### config.mk
export PLATFORM = sky130hd
export DESIGN_NAME = bexkat1_bypass_flat
export DESIGN_NICKNAME = d
export VERILOG_FILES = /design/src/rtl/bexkat1_bypass_if.sv /design/src/rtl/bexkat1_bypass.sv /design/src/flat_wrapper.sv
export SDC_FILE = /design/constraint.sdc
export NUM_CORES = 1
export LEC_CHECK = 0
export ABC_AREA = 1
export ABC_CLOCK_PERIOD_IN_PS = 3600
export CAP_MARGIN = 20
export CORE_UTILIZATION = 25
export CTS_CLUSTER_SIZE = 40
export DETAILED_ROUTE_END_ITERATION = 16
export PLACE_DENSITY = 0.57
export RECOVER_POWER = 100
export SETUP_SLACK_MARGIN = 0.1
export SLEW_MARGIN = 20
export SYNTH_ARGS = -nofsm -noshare
export SYNTH_HDL_FRONTEND = slang
export SYNTH_SLANG_ARGS = --single-unit
### constraint.sdc
create_clock -name clk_i -period 3.6 [get_ports clk_i]
set_clock_uncertainty 0.2 [all_clocks]
set_input_delay 1.08 -clock clk_i [delete_from_list [all_inputs] [get_ports clk_i]]
set_output_delay 1.08 -clock clk_i [all_outputs]
set_load 0.01 [all_outputs]
### src/rtl/bexkat1_bypass_if.sv
// bexkat1_bypass_if: decode-side operand/issue bundle for the bypass scoreboard
interface bexkat1_bypass_if #(
  parameter int DATA_W  = 32,
  parameter int REG_AW  = 4,
  parameter int NUM_RD  = 2,
  parameter int NUM_STG = 3
);
  logic                      stall;
  logic                      flush;
  logic                      issue_valid;
  logic                      issue_wr;
  logic [REG_AW-1:0]         issue_waddr;
  logic                      issue_late;
  logic [NUM_RD*REG_AW-1:0]  rd_addr;
  logic [NUM_RD-1:0]         rd_use;
  logic [NUM_RD*DATA_W-1:0]  rf_data;
  logic [NUM_STG*DATA_W-1:0] stg_data;
  logic [NUM_RD*DATA_W-1:0]  rd_data;
  logic                      hazard_stall;
  logic [NUM_RD-1:0]         fwd_hit;
  modport master (
    output stall, flush, issue_valid, issue_wr, issue_waddr, issue_late,
           rd_addr, rd_use, rf_data, stg_data,
    input  rd_data, hazard_stall, fwd_hit
  );
  modport slave (
    input  stall, flush, issue_valid, issue_wr, issue_waddr, issue_late,
           rd_addr, rd_use, rf_data, stg_data,
    output rd_data, hazard_stall, fwd_hit
  );
endinterface

### src/rtl/bexkat1_bypass.sv
// bexkat1_bypass: in-flight write scoreboard with youngest-producer operand forwarding
module bexkat1_bypass #(
  parameter int DATA_W      = 32,
  parameter int REG_AW      = 4,
  parameter int NUM_RD      = 2,
  parameter int NUM_STG     = 3,
  parameter int LATE_STG    = 1,
  parameter int FLUSH_DEPTH = 1
) (
  input  logic clk_i,
  input  logic rst_i,
  bexkat1_bypass_if.slave bus
);
  logic [NUM_STG-1:0]       v, wr, late;
  logic [REG_AW-1:0]        waddr [NUM_STG];
  logic [NUM_RD-1:0]        sel, sel_rdy, hit;
  logic [DATA_W-1:0]        sel_data [NUM_RD];
  logic [NUM_RD*DATA_W-1:0] rd_data;
  logic                     hazard;
  always_ff @(posedge clk_i) begin
    if (!rst_i) v <= '0;
    else begin
      if (bus.flush) v[0] <= 1'b0;
      else if (!bus.stall) begin
        v[0]     <= bus.issue_valid && !hazard;
        wr[0]    <= bus.issue_wr;
        waddr[0] <= bus.issue_waddr;
        late[0]  <= bus.issue_late;
      end
      for (int k = 1; k < NUM_STG; k++)
        if (bus.flush && k < FLUSH_DEPTH) v[k] <= 1'b0;
        else if (!bus.stall) begin
          v[k]     <= v[k-1];
          wr[k]    <= wr[k-1];
          waddr[k] <= waddr[k-1];
          late[k]  <= late[k-1];
        end
    end
  end
  // scan oldest to youngest so the lowest matching stage is the one left selected
  always_comb begin
    sel     = '0;
    sel_rdy = '0;
    hit     = '0;
    rd_data = bus.rf_data;
    for (int p = 0; p < NUM_RD; p++) begin
      sel_data[p] = bus.rf_data[p*DATA_W +: DATA_W];
      for (int k = NUM_STG - 1; k >= 0; k--)
        if (v[k] && wr[k] && bus.rd_use[p] && waddr[k] == bus.rd_addr[p*REG_AW +: REG_AW]) begin
          sel[p]      = 1'b1;
          sel_rdy[p]  = !late[k] || k >= LATE_STG;
          sel_data[p] = bus.stg_data[k*DATA_W +: DATA_W];
        end
      hit[p] = sel[p] && sel_rdy[p];
      rd_data[p*DATA_W +: DATA_W] = hit[p] ? sel_data[p] : bus.rf_data[p*DATA_W +: DATA_W];
    end
    hazard = bus.issue_valid && |(sel & ~sel_rdy) && !bus.flush;
  end
  assign bus.rd_data      = rd_data;
  assign bus.fwd_hit      = hit;
  assign bus.hazard_stall = hazard;
endmodule

### src/flat_wrapper.sv
// flat-port wrapper written by rule: the top's interface ports become plain ports
module bexkat1_bypass_flat 
#(
  parameter int DATA_W      = 32,
  parameter int REG_AW      = 4,
  parameter int NUM_RD      = 2,
  parameter int NUM_STG     = 3,
  parameter int LATE_STG    = 1,
  parameter int FLUSH_DEPTH = 1
)
  (clk_i, rst_i, bus_stall, bus_flush, bus_issue_valid, bus_issue_wr, bus_issue_waddr, bus_issue_late, bus_rd_addr, bus_rd_use, bus_rf_data, bus_stg_data, bus_rd_data, bus_hazard_stall, bus_fwd_hit);
  bexkat1_bypass_if #(.DATA_W(DATA_W), .REG_AW(REG_AW), .NUM_RD(NUM_RD), .NUM_STG(NUM_STG)) bus_i ();
  input  logic clk_i;
  input  logic rst_i;
  input wire logic [$bits(bus_i.stall)-1:0] bus_stall;
  input wire logic [$bits(bus_i.flush)-1:0] bus_flush;
  input wire logic [$bits(bus_i.issue_valid)-1:0] bus_issue_valid;
  input wire logic [$bits(bus_i.issue_wr)-1:0] bus_issue_wr;
  input wire logic [$bits(bus_i.issue_waddr)-1:0] bus_issue_waddr;
  input wire logic [$bits(bus_i.issue_late)-1:0] bus_issue_late;
  input wire logic [$bits(bus_i.rd_addr)-1:0] bus_rd_addr;
  input wire logic [$bits(bus_i.rd_use)-1:0] bus_rd_use;
  input wire logic [$bits(bus_i.rf_data)-1:0] bus_rf_data;
  input wire logic [$bits(bus_i.stg_data)-1:0] bus_stg_data;
  output wire logic [$bits(bus_i.rd_data)-1:0] bus_rd_data;
  output wire logic [$bits(bus_i.hazard_stall)-1:0] bus_hazard_stall;
  output wire logic [$bits(bus_i.fwd_hit)-1:0] bus_fwd_hit;
  assign bus_i.stall = bus_stall;
  assign bus_i.flush = bus_flush;
  assign bus_i.issue_valid = bus_issue_valid;
  assign bus_i.issue_wr = bus_issue_wr;
  assign bus_i.issue_waddr = bus_issue_waddr;
  assign bus_i.issue_late = bus_issue_late;
  assign bus_i.rd_addr = bus_rd_addr;
  assign bus_i.rd_use = bus_rd_use;
  assign bus_i.rf_data = bus_rf_data;
  assign bus_i.stg_data = bus_stg_data;
  assign bus_rd_data = bus_i.rd_data;
  assign bus_hazard_stall = bus_i.hazard_stall;
  assign bus_fwd_hit = bus_i.fwd_hit;
  bexkat1_bypass #(.DATA_W(DATA_W), .REG_AW(REG_AW), .NUM_RD(NUM_RD), .NUM_STG(NUM_STG), .LATE_STG(LATE_STG), .FLUSH_DEPTH(FLUSH_DEPTH)) u_core (.clk_i(clk_i), .rst_i(rst_i), .bus(bus_i));
endmodule
### Word level (Yosys, flattened, before mapping)

Memories as Yosys holds them, arrays and structs flattened.
Cells that the tools add are included.

| storage, ports and cells | value |
|---|---|
| output and inout bits | 67 |
| RAM bits | 12 |
| bits in registers | 7 |
| memories kept | 1 |

Memories:

| name | depth | width | rd ports | clocked after memory_dff | write ports | RTL line | RTL |
|---|---|---|---|---|---|---|---|
| u_core.waddr | 3 | 4 | 3 | 0 | 3 | bexkat1_bypass.sv:15 | `logic [REG_AW-1:0] waddr [NUM_STG];` |

| cells by class | value |
|---|---|
| reduce and logical (&&, ||, !) cells | 27 |
| multiplexer cells | 22 |
| equal/unequal tests | 6 |
| bitwise operators | 5 |

Operator list:

| kind | number |
|---|---|
| 32-bit two-way mux | 8 |
| 4-bit == test | 6 |
| 1-bit logical AND | 20 |
| 1-bit two-way mux | 14 |
| 2-bit OR reduction | 2 |
| 1-bit zero test | 3 |
| 1-bit inverter | 3 |
| 3-bit AND reduction | 1 |
| 2-bit bitwise AND | 1 |
| 2-bit inverter | 1 |
| 2-bit AND reduction | 1 |

### Longest topological paths before layout

Gate-level depths: netlist of the first run.

| depth | value |
|---|---|
| depth in word-level cells | 13 |
| mapped depth | 12 |
| mapped depth without buffers | 11 |

### Least setup slack after synthesis of the first run

No wires, ideal clock.

| path | value |
|---|---|
| path kind | input to output |
| start | input bus_rd_addr[4] |
| end | output bus_rd_data[51] |
| data required time | 2.320 ns |
| path buffers | 2 |
| setup slack | 0.194 ns |
| data arrival time | 2.126 ns |
| stages | 11 |
| cell sequence | inv_2 -> nand2_1 -> nand2_1 -> nor2_1 -> nand3_1 -> or2_0 -> buf_6 -> nand2_8 -> buf_6 -> nand3_1 -> nand2_1 |

| between the ends | value |
|---|---|
| cells in the longest elaborated chain, start to end | 7 |

RTL lines:

| what | RTL line | RTL |
|---|---|---|
| from (decl) | flat_wrapper.sv:21 | `input wire logic [$bits(bus_i.rd_addr)-1:0] bus_rd_addr;` |
| 4-bit == test | bexkat1_bypass.sv:49 | `if (v[k] && wr[k] && bus.rd_use[p] && waddr[k] == bus.rd_addr[p*REG_AW +: REG_AW]) begin` |
| 1-bit logical AND | bexkat1_bypass.sv:49 |  |
| 1-bit two-way mux (3 in series) | bexkat1_bypass.sv:49 |  |
| 1-bit logical AND (*) | bexkat1_bypass.sv:54 | `hit[p] = sel[p] && sel_rdy[p];` |
| named net bus_fwd_hit[1] | flat_wrapper.sv:27 | `output wire logic [$bits(bus_i.fwd_hit)-1:0] bus_fwd_hit;` |
| 32-bit two-way mux (*) | bexkat1_bypass.sv:55 | `rd_data[p*DATA_W +: DATA_W] = hit[p] ? sel_data[p] : bus.rf_data[p*DATA_W +: DATA_W];` |
| to (decl) | flat_wrapper.sv:25 | `output wire logic [$bits(bus_i.rd_data)-1:0] bus_rd_data;` |

Mark *: on every way through the listed nets, which the timed path passes. The rest lies on a longest branch.

### Final worst setup path of the first run

| path | value |
|---|---|
| start | input bus_rd_addr[4] |
| end | output bus_rd_data[39] |

| between the ends | value |
|---|---|
| cells in the longest elaborated chain, start to end | 7 |

RTL lines:

| what | RTL line |
|---|---|
| 4-bit == test | bexkat1_bypass.sv:49 |
| 1-bit logical AND | bexkat1_bypass.sv:49 |
| 1-bit two-way mux (3 in series) | bexkat1_bypass.sv:49 |
| 1-bit logical AND | bexkat1_bypass.sv:54 |
| 32-bit two-way mux (*) | bexkat1_bypass.sv:55 |

Mark *: on every way between the ends. The rest lies on a longest branch, timed or not.

==> impl_metrics.json, run 1 <==
{
  "status": "finished, violations left",
  "violations": "setup timing",
  "nets": 1401,
  "insertion_delay_ns": 0.25,
  "crit_top_cell": "nand2_2",
  "diodes": 0,
  "cts_tree": "built",
  "relSlewSlack_pct": 62.7,
  "drt_iter0_drc": 416,
  "die_w_um": 134,
  "cp-start-kind": "input pin",
  "synth_xor_area_share_pct": 1.01,
  "vias": 7243,
  "clkPwrFrac_pct": 20.2,
  "layout_common_cells": "nand2_1 (314), clkdlybuf4s50_1 (163), nor2_1 (116)",
  "worst_slack_ns": -0.231,
  "yosysWarningCount": 0,
  "p_total_uw": 1150,
  "grt_pass1_vias": 6626,
  "synth_top_family_by_area": "simple AND/OR/NAND/NOR gates",
  "clockBufferDepth": 2,
  "cap_violations": 0,
  "max_freq_mhz": 261,
  "swShare_pct": 33.2,
  "p_int_uw": 768,
  "p_sw_uw": 381,
  "fin_area_um2": 9610,
  "clk_pin_slew_worst_paths_ns": 0.05,
  "dp_hpwl_mm": 17.1,
  "crit_type": "in2out",
  "grtUsageTotal_pct": 27.7,
  "synthMuxAreaShare_pct": 0,
  "synthAdderAreaFrac_pct": 0,
  "grt_pass1_wl_mm": 37.8,
  "core_area_um2": 16800,
  "fp.dieH_um": 134,
  "syn-num-nets": 1078,
  "ys_seq_elements": 19,
  "grt_max_degree": 33,
  "viasPerCell": 5.03,
  "portBuffers": 247,
  "die_area_um2": 17900,
  "worstPathCellList": "buf_8, inv_4, nand2_2, nand2_2, nor2_4, nand3_2, buf_6, clkinvlp_4, buf_12, buf_4, nand2_1, nand2_2, nand3_4, nand2_2, buf_6",
  "period_share_pct": 106,
  "initial_core_util_pct": 25.9,
  "crit_fanout": 6,
  "p_per_area_nw_per_um2": 120,
  "hold_path_class": "reg2reg",
  "final_common_cell": "nand2_1",
  "slowest_delay_ns": 0.19,
  "synth_cell_types": 26,
  "power.leakage_uw": 0.00451,
  "netlist_instances": 897,
  "fillers": 1647,
  "cts.htree.levels": 1,
  "hold_viol": 0,
  "worst_ep_required_time_ns": 2.32,
  "synth_compound_area_share_pct": 4.27,
  "io_pins": 248,
  "wl_mm": 27.3,
  "antenna_found_initial": 1,
  "p_comb_share_pct": 57.4,
  "place_area_um2": 7520,
  "gp_congestion": 0.944,
  "drive_gt1_share_pct": 34.8,
  "placedCellCount": 1362,
  "root_buffer": "clkbuf_16",
  "setup_viol": 65,
  "drc": 0,
  "fin_cells": 1439,
  "firstDrtPassIters": 5,
  "drt.antenna.violating_nets": 0,
  "rsz0062_at_grt": "yes",
  "rows": 47,
  "pwr-share-seq_pct": 22.4,
  "area_delta_synth_final_pct": 122,
  "synth-seq-area-share_pct": 12.5,
  "cts.sinks": 19,
  "synth_area_um2": 4340,
  "slew_violations": 0,
  "cp-end-kind": "output port",
  "crit_family": "buffers and inverters",
  "utilization_pct": 57.4,
  "cp_data_arrival_time_ns": 2.55,
  "synth-simple-area-share_pct": 68.9,
  "avgRoutedWirePerCell_um": 19.0,
  "worst-path-buf-inv": 7,
  "tightest_slew_ns": 0.559,
  "grt_overflow": 0,
  "ir_worst_vdd_mv": 0.202,
  "period_needed_ns": 3.83,
  "slowest_stage": "buf_12",
  "syn_area_per_cell_um2": 4.83,
  "cts_inserted_buffers": 3
}
## registers in the layout, indices dropped and copies added (netlist names)
signal        flops
u_core.waddr     12
u_core.v          3
u_core.wr         3
u_core.late       1
## power groups by stage
stage | Combinational [uW] | Sequential (uW) | Clock [uW]
after CTS | 604 | 256 | 237
after floorplan | 173 | 257 | 0
after detailed placement | 558 | 259 | 0
final | 659 | 258 | 232
after global placement | 558 | 259 | 0
after global routing | 702 | 259 | 241
## logic make-up (layout without fill, tap and decap cells)
group / Yosys count / after routing
xor gates and xnor gates: 5 / 5
AOI/OAI and AO/OA: 37 / 37
and+or+nand+nor: 711 / 713
DFF: 19 / 19
buffers and inverters: 125 / 445
## metrics by stage
step	setup WS [ns]	hold slack, ns	setup TNS (ns)
detailed placement	-1.19	0.269	-70.26
global placement	-1.20	0.258	-69.89
floorplan	0.194	0.252	0
finish	-0.231	0.300	-9.32
global route	-0.311	0.312	-14.04
CTS	-0.276	0.282	-11.35
## Yosys cell counts, drive strengths merged
library cell | instances | area share, %
a21oi | 6 | 0.69
and3 | 1 | 0.14
buf | 43 | 6.3
clkbuf | 20 | 1.7
clkinv | 1 | 0.12
dfxtp | 3 | 1.4
edfxtp | 16 | 11
inv | 61 | 5.3
nand2 | 411 | 36
nand3 | 77 | 9.1
nand4 | 67 | 9.7
nor2 | 152 | 13
nor3 | 1 | 0.12
o21ai | 31 | 3.6
or2 | 2 | 0.29
xnor2 | 4 | 0.81
xor2 | 1 | 0.20
## layer usage
layer	routed length [um]	vias to the layer above	global-route usage, %
li1	-	3513	-
met3	2330	59	5.18
met4	989	2	8.08
met5	13	-	0
met1	11200	3301	34.8
met2	12800	368	48.0
## final cells by class
cell class                 instances  area (um2)  share of cell area (%)
multi-input combinational        755        4170                    43.4
timing repair buffer             379        4270                    44.4
clock buffer                       3        75.1                   0.781
clock inverter                     1        7.51                  0.0781
tap                              220         275                    2.86
sequential                        19         541                    5.62
inverter                          62         277                    2.88
## repair_timing
item	4_1_cts	5_1_grt
gates cloned	16	8
setup endpoints to repair	67	68
hold buffers	0	0
buffers inserted	55	9
pin swaps	51	127
gates resized for setup	471	208
## path summary, 6_finish.rpt
kind / endpoint / cells after the start / from / slack [ns]
worst max-delay path: bus_rd_data[39] / 15 / bus_rd_addr[4] / -0.23
worst min-delay path: u_core.wr[2] / 0 / u_core.wr[1] / 0.30
worst max register to register: u_core.v[0] / 19 / u_core.v[0] / 0.81
worst min register to register: u_core.wr[2] / 0 / u_core.wr[1] / 0.30
No activity file was read; power rests on OpenSTA's default activity.
==> run 2, diff against run 1 <==
- TNS_END_PERCENT: not set -> 20
==> run 2 against run 1 <==
- first-iteration DRC count shrank 2.6%
- core utilization is 4.8 points lower
- routed wire length is 8.9% lower
- the run still ends with setup timing left
- power decreased by 5.5%
- combinational power down 9.3%
- critical path depth did not move
- global-route usage fell by 0.87 points
- sequential power is essentially flat
==> impl_metrics.json, run 2 (synthesis gave the netlist of run 1 again) <==
{
  "status": "finished, violations left",
  "violations": "setup timing",
  "min_from": "u_core.wr[1]",
  "die_w_um": 134,
  "crit_top_cell": "nand2_1",
  "fin_cells": 1412,
  "insertion_delay_ns": 0.25,
  "r2r_start": "u_core.waddr[0][3]",
  "portBuffers": 247,
  "grtUsageTotal_pct": 26.9,
  "max_freq_mhz": 260,
  "grt_pass1_vias": 6408,
  "crit_fanout": 6,
  "drt_iter0_drc": 405,
  "clk_pin_slew_worst_paths_ns": 0.05,
  "die_area_um2": 17900,
  "worst_ep_required_time_ns": 2.32,
  "final_common_cell": "nand2_1",
  "place_ws_ns": -1.19,
  "layout_common_cells": "nand2_1 (365), clkdlybuf4s50_1 (163), nor2_1 (133)",
  "clockBufferDepth": 2,
  "hold_path_class": "reg2reg",
  "root_buffer": "clkbuf_16",
  "fp.dieH_um": 134,
  "nets": 1374,
  "tightest_slew_ns": 0.563,
  "wl_mm": 24.9,
  "p_per_area_nw_per_um2": 123,
  "hold_viol": 0,
  "gp_congestion": 0.944,
  "grt_overflow": 0,
  "cp_data_arrival_time_ns": 2.56,
  "use_met1_pct": 34.8,
  "firstDrtPassIters": 5,
  "place_area_um2": 7520,
  "period_needed_ns": 3.84,
  "use_met2_pct": 46.4,
  "cts.sinks": 19,
  "grt_use_met3_pct": 4.26,
  "hold_buffers": 0,
  "vias": 6923,
  "setup_viol": 67,
  "fin_area_um2": 8810,
  "utilization_pct": 52.6,
  "drc": 0,
  "reg_top3": "u_core.waddr x12, u_core.v x3, u_core.wr x3",
  "rows": 47,
  "diodes": 0,
  "cp-end-kind": "output port",
  "dp_hpwl_mm": 17.1,
  "worst-path-buf-inv": 7,
  "drive_gt1_share_pct": 26.9,
  "ir_worst_vdd_mv": 0.205,
  "initial_core_util_pct": 25.9,
  "grt.busiest_layer": "met2",
  "cts_tree": "built",
  "drt.antenna.violating_nets": 0,
  "crit_family": "buffers and inverters",
  "antenna_found_initial": 1,
  "worstPathCellList": "buf_8, inv_4, nand2_1, nand2_2, nor2_4, nand3_2, buf_6, clkinvlp_4, buf_12, buf_4, nand2_1, nand2_1, nand3_2, nand2_2, buf_6",
  "cap_violations": 0,
  "worst_slack_ns": -0.245,
  "finalSetupTns_ns": -9.47,
  "cts.htree.levels": 1,
  "area_delta_synth_final_pct": 103,
  "avgRoutedWirePerCell_um": 17.6,
  "placedCellCount": 1362,
  "core_area_um2": 16800,
  "viasPerCell": 4.90,
  "grt_pass1_wl_mm": 36.8,
  "rsz0062_at_grt": "yes",
  "crit_type": "in2out",
  "largest_reg_flops": 12,
  "slowest_stage": "buf_12",
  "period_share_pct": 107,
  "cts_inserted_buffers": 3,
  "relSlewSlack_pct": 62.4,
  "grt_max_degree": 33,
  "cp-start-kind": "input pin",
  "power.leakage_uw": 0.00422,
  "worstSetupStartpoint": "bus_rd_addr[5]",
  "slew_violations": 0,
  "io_pins": 248,
  "largest_register": "u_core.waddr",
  "slowest_delay_ns": 0.20
}
-- run 2: changes by cell type in the layout (fill, tap and decap cells not counted), sizes merged --
cell           before  now
inv                61   59
bufbuf              0    1
clkbuf             13   11
clkdlybuf4s15       1    3
buf               198  170
clkinv              0    2
-- run 2: what timing repair did --
item | in CTS | in global routing
endpoints found under the hold margin | 0 | 0
setup endpoints to repair | 67 | 67
gates resized for setup | 409 | 122
pin swaps | 41 | 55
buffers inserted | 27 | 6
cloned | 13 | 1
-- run 2: area by class of cell --
class	instances	area (um2)
Fill cell	1738	7950
Timing Repair Buffer	352	3760
Multi-Input combinational cell	755	3880
Clock buffer	3	75.1
Sequential cell	19	541
Tap cell	220	275
Clock inverter	1	7.51
Inverter	62	267
-- run 2: final timing paths --
path | end | slack [ns] | cells past startpoint
worst max-delay path | bus_rd_data[44] | -0.24 | 15
worst min-delay path | u_core.wr[2] | 0.28 | 0
worst max register to register | u_core.v[0] | 1.49 | 15
worst min register to register | u_core.wr[2] | 0.28 | 0
-- run 2: worst register-to-register path: cells and delay by family (launching register included) --
family / cells / cell delay, ns
DFF: 1 / 0.44
AOI/OAI and AO/OA: 1 / 0.12
and+or+nand+nor: 7 / 0.46
buffers and inverters: 7 / 0.83
-- run 2: power by group --
part	total [uW]	switching, uW	internal (uW)	leakage [uW]
Combinational	598	264	334	0.00401
Clock	232	81.5	150	0.0000371
Sequential	257	8.99	248	0.000174
Total	1090	354	732	0.00422
-- run 2: layer usage --
layer,vias to the layer above,share of wire [%]
met1,3090,43
met2,340,46
li1,3454,-
met4,2,2.1
met5,-,0.052
met3,37,8.1
-- run 2: per-stage QoR --
stage | hold slack, ns | total power (uW)
finish | 0.281 | 1090
global route | 0.293 | 1140
CTS | 0.282 | 1080
detailed placement | 0.269 | 817
global placement | 0.258 | 817
floorplan | 0.252 | 430
==> run 3, diff against run 2 <==
- CTS_CLUSTER_DIAMETER: not set -> 60
==> results of run 3 <==
The final DEF is identical to that of run 2; final timing and power are the same.
